--- config.mk ---
export PLATFORM = sky130hd
export DESIGN_NAME = uart_cmd_parser
export DESIGN_NICKNAME = d
export VERILOG_FILES = /design/src/rtl/uart_cmd_parser.sv
export SDC_FILE = /design/constraint.sdc
export NUM_CORES = 1
export LEC_CHECK = 0
export CAP_MARGIN = 10
export CORE_MARGIN = 2
export CORE_UTILIZATION = 60
export CTS_BUF_LIST = sky130_fd_sc_hd__clkbuf_4 sky130_fd_sc_hd__clkbuf_8
export DETAILED_ROUTE_END_ITERATION = 10
export DONT_BUFFER_PORTS = 1
export MAX_ROUTING_LAYER = met4
export PLACE_DENSITY = 0.76
export SLEW_MARGIN = 20
export SYNTH_ARGS = -nofsm -noshare
export SYNTH_HDL_FRONTEND = slang
export SYNTH_SLANG_ARGS = --single-unit
export TNS_END_PERCENT = 100
--- constraint.sdc ---
create_clock -name i_clk -period 4.94 [get_ports i_clk]
set_input_delay 0.494 -clock i_clk [delete_from_list [all_inputs] [get_ports i_clk]]
set_output_delay 0.494 -clock i_clk [all_outputs]
set_load 0.005 [all_outputs]
--- src/rtl/uart_cmd_parser.sv ---
// rtl/uart_cmd_parser.sv - UART byte-stream command parser driving a synchronous memory port
//
// Decodes 'W' addr data (write, answers ACK 0x06) and 'R' addr (read, answers mem[addr]).
// Any other first byte answers NAK 0x15. Stalled packets are dropped after an inter-byte
// timeout; bytes arriving while a command is executing are dropped and flagged as overrun.
//
// Ports:
//   i_clk, i_rst          clock, synchronous active-high reset
//   i_rx_data, i_rx_done  received byte and its one-cycle strobe
//   o_tx_data, o_tx_start response byte (held until i_tx_done) and one-cycle send request
//   i_tx_done             transmitter finished
//   o_mem_addr/o_mem_wdata/o_mem_we/o_mem_re, i_mem_rdata  memory port (read data one cycle after o_mem_re)
//   o_busy                high while not idle
//   o_err, o_err_code     one-cycle error pulse; code 01 bad command, 10 timeout, 11 overrun

module uart_cmd_parser #(
  parameter int CLKS_PER_BIT  = 87,
  parameter int TIMEOUT_BYTES = 4,
  parameter int ADDR_WIDTH    = 8
) (
  input  logic                  i_clk,
  input  logic                  i_rst,
  input  logic [7:0]            i_rx_data,
  input  logic                  i_rx_done,
  output logic [7:0]            o_tx_data,
  output logic                  o_tx_start,
  input  logic                  i_tx_done,
  output logic [ADDR_WIDTH-1:0] o_mem_addr,
  output logic [7:0]            o_mem_wdata,
  output logic                  o_mem_we,
  output logic                  o_mem_re,
  input  logic [7:0]            i_mem_rdata,
  output logic                  o_busy,
  output logic                  o_err,
  output logic [1:0]            o_err_code
);

  localparam int TIMEOUT_CLKS = CLKS_PER_BIT * 10 * TIMEOUT_BYTES;
  localparam int TW           = $clog2(TIMEOUT_CLKS);

  localparam logic [7:0] CMD_W = 8'h57;
  localparam logic [7:0] CMD_R = 8'h52;
  localparam logic [7:0] ACK   = 8'h06;
  localparam logic [7:0] NAK   = 8'h15;

  typedef enum logic [2:0] {
    S_IDLE, S_GET_ADDR, S_GET_DATA, S_MEM_WR, S_MEM_RD, S_MEM_WAIT, S_SEND, S_WAIT_TX
  } state_t;

  state_t                r_state, w_state;
  logic                  r_is_wr, w_is_wr;
  logic [TW-1:0]         r_tmo, w_tmo;
  logic [7:0]            r_tx_data, w_tx_data;
  logic                  r_tx_start, w_tx_start;
  logic [ADDR_WIDTH-1:0] r_mem_addr, w_mem_addr;
  logic [7:0]            r_mem_wdata, w_mem_wdata;
  logic                  r_mem_we, w_mem_we;
  logic                  r_mem_re, w_mem_re;
  logic                  r_busy, w_busy;
  logic                  r_err, w_err;
  logic [1:0]            r_err_code, w_err_code;

  always_ff @(posedge i_clk) begin
    if (i_rst) begin
      r_state     <= S_IDLE;
      r_is_wr     <= 1'b0;
      r_tmo       <= '0;
      r_tx_data   <= 8'h00;
      r_tx_start  <= 1'b0;
      r_mem_addr  <= '0;
      r_mem_wdata <= 8'h00;
      r_mem_we    <= 1'b0;
      r_mem_re    <= 1'b0;
      r_busy      <= 1'b0;
      r_err       <= 1'b0;
      r_err_code  <= 2'b00;
    end else begin
      r_state     <= w_state;
      r_is_wr     <= w_is_wr;
      r_tmo       <= w_tmo;
      r_tx_data   <= w_tx_data;
      r_tx_start  <= w_tx_start;
      r_mem_addr  <= w_mem_addr;
      r_mem_wdata <= w_mem_wdata;
      r_mem_we    <= w_mem_we;
      r_mem_re    <= w_mem_re;
      r_busy      <= w_busy;
      r_err       <= w_err;
      r_err_code  <= w_err_code;
    end
  end

  // Every output is computed one cycle ahead so that its register lines up with the
  // state it belongs to (e.g. o_mem_we is high exactly while in MEM_WR).
  always_comb begin
    w_state     = r_state;
    w_is_wr     = r_is_wr;
    w_tmo       = r_tmo;
    w_tx_data   = r_tx_data;
    w_tx_start  = 1'b0;
    w_mem_addr  = r_mem_addr;
    w_mem_wdata = r_mem_wdata;
    w_mem_we    = 1'b0;
    w_mem_re    = 1'b0;
    w_err       = 1'b0;
    w_err_code  = 2'b00;

    case (r_state)
      S_IDLE: begin
        if (i_rx_done) begin
          w_tmo = '0;
          if (i_rx_data == CMD_W || i_rx_data == CMD_R) begin
            w_is_wr = (i_rx_data == CMD_W);
            w_state = S_GET_ADDR;
          end else begin
            w_tx_data  = NAK;
            w_tx_start = 1'b1;
            w_err      = 1'b1;
            w_err_code = 2'b01;
            w_state    = S_SEND;
          end
        end
      end
      S_GET_ADDR, S_GET_DATA: begin
        if (i_rx_done) begin
          // A byte on the very cycle the counter expires still wins over the timeout.
          w_tmo = '0;
          if (r_state == S_GET_ADDR) begin
            w_mem_addr = ADDR_WIDTH'(i_rx_data);
            if (r_is_wr) begin
              w_state = S_GET_DATA;
            end else begin
              w_mem_re = 1'b1;
              w_state  = S_MEM_RD;
            end
          end else begin
            w_mem_wdata = i_rx_data;
            w_mem_we    = 1'b1;
            w_state     = S_MEM_WR;
          end
        end else if (r_tmo == TW'(TIMEOUT_CLKS - 1)) begin
          w_tmo      = '0;
          w_err      = 1'b1;
          w_err_code = 2'b10;
          w_state    = S_IDLE;
        end else begin
          w_tmo = r_tmo + 1'b1;
        end
      end
      S_MEM_WR: begin
        w_tx_data  = ACK;
        w_tx_start = 1'b1;
        w_state    = S_SEND;
      end
      S_MEM_RD: begin
        w_state = S_MEM_WAIT;
      end
      S_MEM_WAIT: begin
        w_tx_data  = i_mem_rdata;
        w_tx_start = 1'b1;
        w_state    = S_SEND;
      end
      S_SEND: begin
        w_state = S_WAIT_TX;
      end
      S_WAIT_TX: begin
        if (i_tx_done) w_state = S_IDLE;
      end
      default: w_state = S_IDLE;
    endcase

    // Bytes arriving while a command executes are discarded without touching the FSM.
    if (i_rx_done && r_state inside {S_MEM_WR, S_MEM_RD, S_MEM_WAIT, S_SEND, S_WAIT_TX}) begin
      w_err      = 1'b1;
      w_err_code = 2'b11;
    end

    w_busy = (w_state != S_IDLE);
  end

  assign o_tx_data   = r_tx_data;
  assign o_tx_start  = r_tx_start;
  assign o_mem_addr  = r_mem_addr;
  assign o_mem_wdata = r_mem_wdata;
  assign o_mem_we    = r_mem_we;
  assign o_mem_re    = r_mem_re;
  assign o_busy      = r_busy;
  assign o_err       = r_err;
  assign o_err_code  = r_err_code;

endmodule

==> key figures, run 1 <==
Status
  – Status: completed

Yosys
  – EDFF count, synth: 0
  – Yosys reg bits: 47
  – Sequential share of the synthesized area: 46.4%
  – Cells after Synth: between 200 and 250
  – Prevailing post-synth register cell: dfxtp_1
  – Net count after synthesis: around 260
  – Synth warn: 0
  – Distinct cells, synth: 45
  – Mapped Avg Cell Area: 8.37 µm²
  – Post-synthesis cell area: around 2000 µm²
  – Asr flop ratio synth: 0%

Clock tree
  – Clk pin slew, worst setup/hold paths: between 0.1 and 0.15 ns
  – CTS Buf Count: 5
  – H-tree Lvls: 2
  – Post-CTS Resized: 0
  – Setup Fix Bufs, Post-CTS: 0
  – Clk sink count: 47
  – Worst skew pair latency: 0.37 ns
  – CTS tree: built
  – CTS root buf: clkbuf_4
  – Clk buf depth: 2
  – Hold buffers post-CTS: 0

Pwr
  – Switch Pwr: 0.000331 W
  – Power density cells: around 460 nW/µm²
  – Pint: 0.000638 W
  – Combinational power share: about a quarter
  – Worst vdd ir: 189 µV
  – Clock power frac: 23.6%
  – Proportion of power drawn by flip-flops and latches: 51.2%
  – Leak: 0.741 nW
  – Switching part of the total power: 34.2%

Floorplanning
  – Die Y: 62.1 µm
  – IO Count: 51
  – Initial Util: 61.7%
  – Die Footprint: 3860 µm²
  – Site Rows: 21
  – Die extent in x: 62.1 µm
  – Core area: between 3000 and 4000 µm²

Cells and area
  – Final instance area: around 2100 µm²
  – Antenna diodes: 0
  – Register area: 941 µm²
  – Share of cells above drive strength 1: roughly 7.1%
  – Multi-input gate area: around 1000 µm²
  – Area growth syn-to-layout: 3.83%
  – Nets: about 260
  – Fillers: roughly 300

Timing
  – Final Hold Fails: 0
  – Relative slew slack: between 60 and 70%
  – Final setup fails: 0
  – Tmin final: a little over 2 ns
  – Fin worst setup slack: approximately 2.9 ns
  – Setup TNS: 0 ns
  – RSZ-0062 raised after global routing: no
  – Clock skew: between 0.01 and 0.015 ns
  – Final period utilization: 41.3%
  – F_max: 490 MHz
  – Slew @ Worst Pin: 0.572 ns
  – Final Max Tran Viols: 0

Setup path
  – FF-to-FF End: o_busy
  – Reg2Reg Depth: 5
  – CP Launch Type: flop
  – Critical Path Fanout Max: 13
  – R2R setup slack: 2.90 ns
  – Worst EP required: about 5.2 ns
  – CP arrival: 2.30 ns
  – Reg2reg start: r_state[2]
  – Worst setup EP type: flop
  – Crit path kind: reg2reg

Worst hold path
  – Hold path start: i_rst
  – Worst hold path type: in2reg
  – Worst Hold End: r_tmo[9]
  – Min-Delay Path Depth: 1

Detailed routing
  – Routed wire length: 3870 µm
  – # DRC: 0
  – Detailed Route Iter0 Violations: 143
  – Vias per cell: between 5 and 6
  – ANT nets after route: 0
  – WL/cell: 13.6 µm
  – Via Count: 1602
  – DR pass1 iterations: 5

Global routing
  – Total global-route track usage: ~22%
  – Grt ovf: 0
  – Initial antenna violation count: 0
  – Vias in the first global route: 1500
  – First-pass GRT wire length: 6810 µm
  – Largest net degree at the start of global routing: 38

Placement
  – Detailed placer's ending HPWL: 2710 µm
  – Buffers on Ports: 0
  – GPL Wtd Cong: 0.871
  – Post-place setup slack: between 2 and 3 ns
  – Dpl cell area: 2020 µm²

Run
  – Max-cap viol count: 0
==> power groups by stage <==
stage	clock network (W)	logic [W]	registers, W
2_1_floorplan	0	0.000241	0.000472
3_3_place_gp	0	0.000240	0.000505
3_5_place_dp	0	0.000242	0.000505
4_1_cts	0.000236	0.000243	0.000496
5_1_grt	0.000250	0.000279	0.000505
6_report	0.000229	0.000244	0.000496
==> worst max path at each step <==
| stage | startpoint | to | slack, ns | depth (start not counted) |
|---|---|---|---|---|
| after global routing | r_state[2] | o_busy | 2.76 | 5 |
| after floorplan | i_rx_data[3] | o_busy | 2.97 | 6 |
| after detailed placement | i_rx_data[3] | o_busy | 2.71 | 5 |
| final | r_state[2] | o_busy | 2.90 | 5 |
| after CTS | r_state[2] | o_busy | 2.88 | 5 |
| after global placement | i_rx_data[3] | o_busy | 2.74 | 5 |
==> cells in the final DEF (no fill, tap or decap), types with 6 or more instances in the layout <==
cell,instances
nor2_1,26
inv_1,7
nand3_1,6
nand2_1,41
a21oi_1,26
nor3_1,7
nand4_1,6
xor2_1,7
dfxtp_1,47
==> synthesized netlist by cell type (2+ instances only) <==
| library cell | number | area, µm² |
|---|---|---|
| buf_4 | 4 | 30.0 |
| inv_1 | 7 | 26.3 |
| nor2b_1 | 4 | 25.0 |
| a211oi_1 | 2 | 15.0 |
| and2_1 | 5 | 31.3 |
| nor3_1 | 7 | 35.0 |
| a22oi_1 | 5 | 37.5 |
| xnor2_1 | 2 | 17.5 |
| a21o_1 | 4 | 30.0 |
| clkbuf_1 | 7 | 26.3 |
| nor2_1 | 26 | 97.6 |
| nand4_1 | 6 | 37.5 |
| or2_1 | 2 | 12.5 |
| a21oi_1 | 26 | 130 |
| o21ai_0 | 4 | 20.0 |
| dfxtp_1 | 47 | 941 |
| nand3_1 | 6 | 30.0 |
| nand2b_1 | 2 | 12.5 |
| xor2_1 | 7 | 61.3 |
| nand2_1 | 41 | 154 |
| a31oi_1 | 3 | 18.8 |
| a2bb2oi_1 | 2 | 17.5 |
==> kinds of logic (layout without fill, tap and decap cells) <==
kind of cell,after synthesis,count (layout),synth area share (%)
AOI/OAI and AO/OA,54,54,16.7
xor gates and xnor gates,9,9,3.89
adders and majority gates,1,1,0.618
buffers and inverters,19,15,4.32
DFF,47,47,46.4
and+or+nand+nor,112,112,28.0
==> registers in the layout (all words and copies together), names as in the netlist <==
signal and count:
o_busy 1, o_err 1, o_err_code 2, o_mem_addr 8, o_mem_re 1, o_mem_wdata 8, o_mem_we 1, o_tx_data 8
o_tx_start 1, r_is_wr 1, r_state 3, r_tmo 12
==> critical path, stage by stage, from the launching register on <==
cell	delay (ns)
dfxtp_1	0.58
nor2b_1	0.11
o21ai_0	0.33
and2_1	0.41
a21oi_1	0.14
or3_1	0.37
==> final cells by class <==
| type | count | share of cell area, % |
|---|---|---|
| Clock inverter | 3 | 2.08 |
| Multi-Input combinational cell | 176 | 47.4 |
| Sequential cell | 47 | 44.7 |
| Inverter | 7 | 1.25 |
| Clock buffer | 5 | 1.78 |
| Tap cell | 46 | 2.74 |
==> routing by layer <==
layer | share of wire [%] | GRT usage, % | vias up
met1 | 46 | 28.4 | 717
met2 | 45 | 32.9 | 50
met4 | 1.6 | 8.61 | 0
met5 | 0 | - | -
met3 | 7.4 | 8.15 | 5
li1 | - | - | 830
==> stage by stage <==
stage | total power, W | utilization (%) | cells | hold WS, ns
after floorplan | 0.000712 | - | 242 | 0.446
after global routing | 0.00103 | 64.0 | 284 | 0.141
after CTS | 0.000975 | 64.0 | 284 | 0.159
final | 0.000969 | 64.0 | 284 | 0.186
after detailed placement | 0.000747 | 61.6 | 276 | 0.460
after global placement | 0.000745 | 61.6 | 276 | 0.456
Power figures use the tool's default switching activity.
==> inputs of run 2 (changes only) <==
CORE_UTILIZATION = 59   (was 60)
PLACE_DENSITY = 0.78   (was 0.76)
clock period = 1.65 ns   (was 4.94 ns; I/O delays follow)
==> run 2 against run 1 <==
Net effect:
- the run now ends with setup timing left
- setup slack worse by 3.2 ns
- register-to-register slack lost 3.2 ns
- flip-flop and latch count unchanged
- non-clock buffer count is 44 higher
- combinational power grew to 4.4 times the previous value
- design area up 19%
- sequential power rose to 3.0 times the previous value
- die area grew 1.6%
- total power grew to 3.4 times the previous value
- clock power rose to 3.1 times the previous value
- clock skew about the same
- first-iteration DRC count rose by 36%
==> key figures, run 2 (same netlist as run 1, synthesis figures left out) <==
Setup path
  – Last element of the critical path: o_busy
  – Setup crit start: r_tmo[9]
  – FF-to-FF End: o_busy
  – Critical Path Fanout Max: 2
  – Max incr delay on CP: 0.53 ns
  – Crit path kind: reg2reg
  – Crit-path slowest cell: or4b_4
  – CP arrival: 2.20 ns
  – Worst setup EP type: flop
  – CP Depth: 5
  – Reg2reg start: r_tmo[9]
  – Worst path cell trace: or4b_4 -> or4_4 -> nand3_2 -> a31oi_1 -> or3_1
  – CP Launch Type: flop
  – Worst EP required: 1.92 ns
  – WP buf/inv: 0
  – Reg2Reg Depth: 5
  – R2R setup slack: -0.28 ns
  – Kind of cell adding the most delay to the critical path: simple AND/OR/NAND/NOR gates

Timing
  – Tmin final: 1.93 ns
  – Slew @ Worst Pin: between 0.4 and 0.5 ns
  – Final period utilization: 117%
  – Relative slew slack: 72.1%
  – RSZ-0062 raised after global routing: yes
  – Final Max Tran Viols: 0
  – Clock skew: 0.0107 ns
  – Final setup fails: 14
  – Final Hold Fails: 0
  – F_max: 518 MHz
  – Fin worst setup slack: -0.279 ns
  – Setup TNS: -2.50 ns

Floorplanning
  – Die Y: ~63 µm
  – Site Rows: 21
  – Die Footprint: 3920 µm²
  – Die extent in x: 62.6 µm
  – Initial Util: 61.2%
  – Core area: 3310 µm²
  – IO Count: 51

Pwr
  – Worst vdd ir: approximately 760 µV
  – Power density cells: 1290 nW/µm²
  – Leak: 0.952 nW

Cells and area
  – Most common cell after layout, fill and taps aside: dfxtp_1
  – Antenna diodes: 0
  – Final instance area: 2510 µm²
  – Nets: 302
  – Fin util: 75.9%
  – Biggest register: r_tmo
  – Max FFs per register: 12
  – Most frequent cells in the layout: dfxtp_1, nand2_1, buf_4
  – Fillers: between 200 and 250
  – Share of cells above drive strength 1: 18.1%
  – Area growth syn-to-layout: 24.0%

Clock tree
  – Worst skew pair latency: 0.37 ns
  – Clk pin slew, worst setup/hold paths: 0.14 ns
  – CTS Buf Count: 5
  – H-tree Lvls: 2
  – CTS tree: built
  – Clk buf depth: 2
  – Clk sink count: 47
  – CTS root buf: clkbuf_4

Detailed routing
  – Routed wire length: 5080 µm
  – Vias per cell: 5.79
  – Via Count: 1900
  – WL/cell: approximately 16 µm
  – Detailed Route Iter0 Violations: 195
  – DR pass1 iterations: 5
  – # DRC: 0
  – ANT nets after route: 0

Placement
  – Dpl cell area: 2250 µm²
  – GPL Wtd Cong: 0.887
  – Detailed placer's ending HPWL: 3270 µm
  – Buffers on Ports: 0

Status
  – Failing checks: setup timing
  – Status: complete, but fails checks

Global routing
  – Grt ovf: 0
  – Largest net degree at the start of global routing: 37
  – Initial antenna violation count: 0
  – Total global-route track usage: 28.2%
  – Vias in the first global route: 1784
  – First-pass GRT wire length: 8450 µm

Worst hold path
  – Hold path start: i_tx_done
  – Worst hold path type: in2reg

Run
  – Max-cap viol count: 0
-- run 2: cell types whose count changed in the layout (fill, tap and decap cells not counted), moves of 2 or more --
cell           delta
dlygate4sd3_1    +14
dfxtp_1           -2
dfxtp_2           +2
buf_6             +2
buf_4            +27
-- run 2: how the worst min path moves through the flow --
stage | end | depth (start not counted) | slack, ns
2_1_floorplan | o_mem_addr[0] | 2 | 0.30
3_3_place_gp | o_tx_data[7] | 1 | 0.24
3_5_place_dp | r_tmo[9] | 1 | 0.24
4_1_cts | r_is_wr | 2 | 0.01
5_1_grt | o_tx_data[4] | 2 | 0.01
6_report | r_state[1] | 3 | 0.01
-- run 2: area by class of cell --
class / count / area (µm²) / share of cell area, %
Clock buffer: 5 / 37.5 / 1.49
Clock inverter: 3 / 46.3 / 1.84
Inverter: 7 / 26.3 / 1.05
Multi-Input combinational cell: 176 / 1010 / 40.4
Sequential cell: 47 / 943 / 37.6
Tap cell: 46 / 57.6 / 2.29
Timing Repair Buffer: 44 / 385 / 15.3
-- run 2: what timing repair did --
action	in CTS	in global routing
resized for setup	1	3
setup endpoints to repair	14	29
setup buffers	1	0
hold endpoints to repair	37	0
hold buffers	15	0
pin swaps	1	0
-- run 2: through the flow --
stage | hold WS, ns | total power (W) | setup WS [ns] | instances
finish | 0.0108 | 0.00325 | -0.279 | 328
global route | 0.00956 | 0.00343 | -0.380 | 328
CTS | 0.0124 | 0.00320 | -0.281 | 328
detailed placement | 0.236 | 0.00246 | -0.264 | 304
global placement | 0.241 | 0.00243 | -0.246 | 304
floorplan | 0.301 | 0.00214 | -0.257 | 242
-- run 2: worst min-delay path, delay by kind of cell --
family / cells / cell delay, ns
compound gates: 1 / 0.09
simple gates: 2 / 0.11
-- run 2: power breakdown --
| group | switching [W] | internal [W] |
|---|---|---|
| logic | 0.000586 | 0.000479 |
| registers | 0.000164 | 0.00130 |
| clock network | 0.000394 | 0.000324 |
| total | 0.00114 | 0.00210 |
-- run 2: per-layer routing --
| layer | wire, µm | track usage [%] |
|---|---|---|
| met1 | 2100 | 33.2 |
| met2 | 2550 | 47.2 |
| met3 | 363 | 7.93 |
| met4 | 64 | 8.06 |
| met5 | 0 | - |
